<file path="config.mk">
export PLATFORM = sky130hd
export DESIGN_NAME = charge_session_timer
export DESIGN_NICKNAME = d
export VERILOG_FILES = /design/src/rtl/charge_session_timer.sv
export SDC_FILE = /design/constraint.sdc
export NUM_CORES = 1
export LEC_CHECK = 0
export CAP_MARGIN = 40
export CORE_ASPECT_RATIO = 1.4
export CORE_MARGIN = 5
export CORE_UTILIZATION = 52
export CTS_BUF_LIST = sky130_fd_sc_hd__clkbuf_16
export DETAILED_ROUTE_END_ITERATION = 8
export PLACE_DENSITY = 0.76
export REMOVE_ABC_BUFFERS = 1
export SLEW_MARGIN = 5
export SYNTH_ARGS = -nofsm -noshare
export SYNTH_HDL_FRONTEND = slang
export SYNTH_SLANG_ARGS = --single-unit
</file>
<file path="constraint.sdc">
create_clock -name Clock -period 4.2 [get_ports Clock]
set_input_delay 0.42 -clock Clock [delete_from_list [all_inputs] [get_ports Clock]]
set_output_delay 0.42 -clock Clock [all_outputs]
set_load 0.01 [all_outputs]
</file>
<file path="src/rtl/charge_session_timer.sv">
// Coin-credited charging session timer: converts accepted coins into seconds of charge,
// drives the relay enable and counts the credit down on a prescaled one-second tick.
module charge_session_timer #(
  parameter int TICKS_PER_SEC = 50_000_000,
  parameter int SEC_PER_PESO  = 60,
  parameter int TIME_W        = 16,
  parameter int MAX_TIME      = 3600
) (
  input  logic              Clock,
  input  logic              Reset,
  input  logic [3:0]        Mode,
  input  logic              Coin_Strobe,
  input  logic              Start,
  input  logic              Stop,
  output logic              Charging,
  output logic [TIME_W-1:0] Time_Left,
  output logic              Busy,
  output logic              Done,
  output logic              Sat
);

  localparam int PRE_W = $clog2(TICKS_PER_SEC);
  localparam logic [PRE_W-1:0] PRE_MAX = PRE_W'(TICKS_PER_SEC - 1);

  // Two guard bits: one for carry past TIME_W, one for the sign of the -1 term.
  localparam int SUM_W = TIME_W + 2;
  typedef logic signed [SUM_W-1:0] sum_t;
  localparam sum_t ADD1  = sum_t'(SEC_PER_PESO);
  localparam sum_t ADD5  = sum_t'(5 * SEC_PER_PESO);
  localparam sum_t MAX_S = sum_t'(MAX_TIME);

  typedef enum logic [1:0] {IDLE, CREDITED, CHARGING, DONE} state_t;

  state_t            state, state_n;
  logic [PRE_W-1:0]  pre, pre_n;
  logic [TIME_W-1:0] time_n;
  logic              sat_n;
  logic              coin_ok;
  logic              tick;
  sum_t              add, dec, sum;
  logic              sat_c;
  logic [TIME_W-1:0] clipped;

  // Returns {clipped_flag, value} with the value held at the ceiling.
  function automatic logic [TIME_W:0] clip_time(input sum_t s);
    if (s > MAX_S) clip_time = {1'b1, TIME_W'(MAX_TIME)};
    else           clip_time = {1'b0, s[TIME_W-1:0]};
  endfunction

  always_comb begin
    coin_ok = Coin_Strobe && (Mode == 4'd1 || Mode == 4'd5);
    add     = !coin_ok ? sum_t'(0) : ((Mode == 4'd5) ? ADD5 : ADD1);
    tick    = (state == CHARGING) && (pre == PRE_MAX);
    dec     = tick ? sum_t'(1) : sum_t'(0);
    sum     = $signed({2'b00, Time_Left}) - dec + add;
    {sat_c, clipped} = clip_time(sum);

    state_n = state;
    pre_n   = '0;
    time_n  = Time_Left;
    sat_n   = 1'b0;

    case (state)
      IDLE, DONE: begin
        state_n = IDLE;
        if (coin_ok) begin
          state_n = CREDITED;
          time_n  = clipped;
          sat_n   = sat_c;
        end
      end
      CREDITED: begin
        if (Stop) begin
          state_n = IDLE;
          time_n  = '0;
        end else begin
          if (coin_ok) begin
            time_n = clipped;
            sat_n  = sat_c;
          end
          if (Start) state_n = CHARGING;
        end
      end
      CHARGING: begin
        if (Stop) begin
          state_n = IDLE;
          time_n  = '0;
        end else begin
          pre_n = tick ? '0 : pre + 1'b1;
          // Expiry only when the last second ticks away with no fresh credit.
          if (tick && Time_Left == TIME_W'(1) && !coin_ok) begin
            state_n = DONE;
            time_n  = '0;
          end else if (tick || coin_ok) begin
            time_n = clipped;
            sat_n  = sat_c;
          end
        end
      end
      default: state_n = IDLE;
    endcase
  end

  // Outputs are registered from the next-state decode so they align with the state.
  always_ff @(posedge Clock) begin
    if (Reset) begin
      state     <= IDLE;
      pre       <= '0;
      Time_Left <= '0;
      Charging  <= 1'b0;
      Busy      <= 1'b0;
      Done      <= 1'b0;
      Sat       <= 1'b0;
    end else begin
      state     <= state_n;
      pre       <= pre_n;
      Time_Left <= time_n;
      Charging  <= (state_n == CHARGING);
      Busy      <= (state_n == CREDITED) || (state_n == CHARGING);
      Done      <= (state_n == DONE);
      Sat       <= sat_n;
    end
  end

endmodule

</file>
==> results of run 1 <==
[cell usage in the layout, fill, tap and decap left out, types with 5 or more instances in the layout]
cell / count
a21oi_1: 9
a22oi_1: 5
and3_1: 5
buf_4: 70
clkbuf_16: 5
clkdlybuf4s50_1: 28
dfxtp_1: 45
ha_1: 11
inv_1: 13
nand2_1: 34
nand2b_1: 5
nand3_1: 14
nand4_1: 6
nor2_1: 50
nor2b_1: 6
nor3_1: 6
nor4_1: 7
o22ai_1: 5
or3_1: 7
xnor2_1: 21
xor2_1: 27
[worst paths after layout]
path,from,end,slack [ns],cells after the start
max reg2reg,pre[9],Time_Left[2],-0.01,18
min,pre[0],pre[0],0.55,2
min reg2reg,pre[0],pre[0],0.55,2
max,pre[9],Time_Left[2],-0.01,18
[cell families (layout without fill, tap and decap cells)]
logic type,count (synthesis),count (layout)
buf+inv,28,121
simple gates,175,175
fa+ha+maj,13,13
compound gates,68,68
flops,48,48
xor+xnor,51,51
mux,2,2
[area by class of cell]
cell class	instances	area [um^2]	area share
Clock buffer	5	125	0.0289
Clock inverter	3	16.3	0.00375
Inverter	11	41.3	0.00953
Multi-Input combinational cell	309	2250	0.519
Sequential cell	48	965	0.223
Tap cell	70	87.6	0.0202
Timing Repair Buffer	102	851	0.196
[worst reg2reg max path: cells and delay by family, from the launching register on]
kind,cells,cell delay (ns)
DFF,1,0.32
xor gates and xnor gates,1,0.17
AOI/OAI and AO/OA,5,1.26
adders and majority gates,2,0.50
and+or+nand+nor,10,1.85
[timing repair]
action / 4_1_cts / 5_1_grt
buffers inserted: 4 / 2
endpoints found under the setup margin: 13 / 14
gates resized for setup: 26 / 20
hold buffers: 0 / 0
pin swaps: 22 / 12
[routing by layer]
metal  track usage  vias to the layer above  share of wire
met3        0.0394                       32          0.041
met4         0.131                        0          0.036
met2         0.442                      101           0.56
li1              -                     1560              -
met1         0.258                     1557           0.37
met5             0                        -              0
[flip-flops by register name, summed over array words and instances, names as in the netlist]
name       flops
Charging       1
Busy           1
pre           26
Done           1
Time_Left     16
state          2
Sat            1
[metrics by stage]
stage / hold slack [ns] / instance area, um^2 / total power, W / setup TNS, ns
detailed placement: 0.536 / 3950 / 0.000496 / -4.45
global placement: 0.525 / 3950 / 0.000495 / -2.99
finish: 0.546 / 4330 / 0.000872 / -0.0295
floorplan: 0.442 / 3050 / 0.000480 / -2.90
CTS: 0.545 / 4230 / 0.000876 / 0
global route: 0.566 / 4330 / 0.000900 / -2.75
[where the power goes]
| group | switching, W | internal [W] |
|---|---|---|
| clock | 0.000166 | 0.000217 |
| sequential | 0.000000559 | 0.000456 |
| combinational | 0.0000175 | 0.0000158 |
==> key figures, run 1 <==
Outcome
  • Status: finished with violations
  • Failing checks: setup timing

Floorplan
  • I/O pin cnt: 29
  • Die span in x: 75.7 um
  • Row count: 33
  • Chip Height: 102 um
  • Die area: 7710 um^2
  • Core Footprint: 5860 um^2
  • Initial Util: 0.535

Clock network
  • Reg clk slew, reported paths: 0.06 ns
  • Clk sink count: 48
  • CTS tree: built
  • Skew-Pair Late Insertion Delay: 0.29 ns
  • Clk buf depth: 2
  • Clk root buf: clkbuf_16
  • H-tree depth: 2
  • TritonCTS Buffers: 5

Run
  • Max-Cap Viols: 0

Synthesis
  • Post-synth EDFFs: 0
  • Synth top area share: 0.306
  • Mapped Cells: 385
  • Compound-gate portion of the synthesized area: 0.158
  • Distinct cell type count of the synthesized netlist: 60
  • Ys flop type: dfxtp_1
  • Synth Warn #: 0
  • Post-synth top cells: nor2_1, dfxtp_1, nand2_1, xor2_1, xnor2_1
  • Seq/Total Area, Yosys: 0.306
  • Avg Cell Area, Syn: 8.15 um^2
  • Syn Std Cell Area: 3140 um^2
  • Main combinational cell family by area after synthesis: simple AND/OR/NAND/NOR gates
  • Flops & latches, synth: 48
  • Post-Synth Adder-Cell Area: 0.0542
  • Largest area contributor in the netlist: dfxtp_1
  • Mux contribution to synthesized area: 0.00638
  • Fraction of registers with async set/reset: 0
  • Xor/xnor cell area share of the yosys netlist: 0.142
  • Post-synthesis simple-gate area fraction: 0.292
  • Top cells by area, synth: dfxtp_1, xor2_1, xnor2_1, nor2_1, ha_1
  • Count leader, synth: nor2_1

Placement
  • Dpl hpwl: 6550 um
  • Dpl ws: -0.449 ns
  • Placed cells: 535
  • RD Place Congestion: 0.924
  • I/O Buffers: 28

Final layout
  • Layout area overhead: 38.1%
  • N_diodes: 0
  • Final std cells w/o fill: 548
  • Share of cells above drive strength 1: 0.259
  • Fillers: 451
  • Final Util: 0.739
  • Post-layout nets: 499

Setup path
  • Crit path arrival time: 4.39 ns
  • Worst Path Max Fanout: 8
  • Worst path bufs/invs: 0
  • Critical path required time: 4.38 ns
  • Worst setup EP type: register
  • Top Family by Delay on Critical Path: simple AND/OR/NAND/NOR gates
  • Crit-path slowest cell: or4b_4
  • Crit path largest cell delay: 0.49 ns
  • Startpoint type of the worst setup path: register
  • Kind of critical path: reg2reg
  • Worst-path cell chain: nor4bb_2 -> nand2_1 -> nor3_2 -> and3_1 -> ha_2 -> or4b_4 -> nor2_4 -> xor2_1 -> ha_1 -> a21oi_2 -> nand2_2 -> or2_4 -> a311o_1 -> a21o_1 -> a221oi_4 -> nor4_4 -> nand2b_4 -> a32o_1

Timing
  • Rel. slew slack: 0.403
  • Slew @ Worst Pin: 0.888 ns
  • Post-route clock period utilization: 1.00
  • Setup Skew: 0.00555 ns
  • Post-layout minimum cycle time: 4.21 ns
  • Final WS setup: -0.0119 ns
  • FMAX: 237 MHz
  • RSZ-0062 raised after global routing: true
  • Hold Fails Final Rpt: 0
  • Setup violations, final: 4
  • Final Max Tran Viols: 0

Route
  • Via density per instance: 5.93
  • Drt first-iter violations: 221
  • Final WL: 9000 um
  • Drt pass-1 iters: 7
  • Routed wire length per instance: 16.4 um
  • Antenna-violating nets left: 0
  • Total number of vias: 3250
  • Residual DRC: 0

Global routing
  • First-pass GRT wire length: 14700 um
  • Total track usage: 0.243
  • Antenna violations before repair: 0
  • Vias in the first global route: 3297
  • Pin count of the biggest net entering global routing: 27
  • GRT overflow: 0

Power and ir drop
  • PwrDens: 201 nW/um^2
  • Worst VDD drop: 0.232 mV
  • Lkg Pwr: 1.72 nW

Min path
  • Worst hold path class: reg2reg
Power figures use the tool's default switching activity.
==> run 2, diff against run 1 <==
- CTS_CLUSTER_DIAMETER: unset -> 120
- CTS_CLUSTER_SIZE: unset -> 10
==> results of run 2 <==
The final DEF is identical to that of run 1; final timing and power are the same.
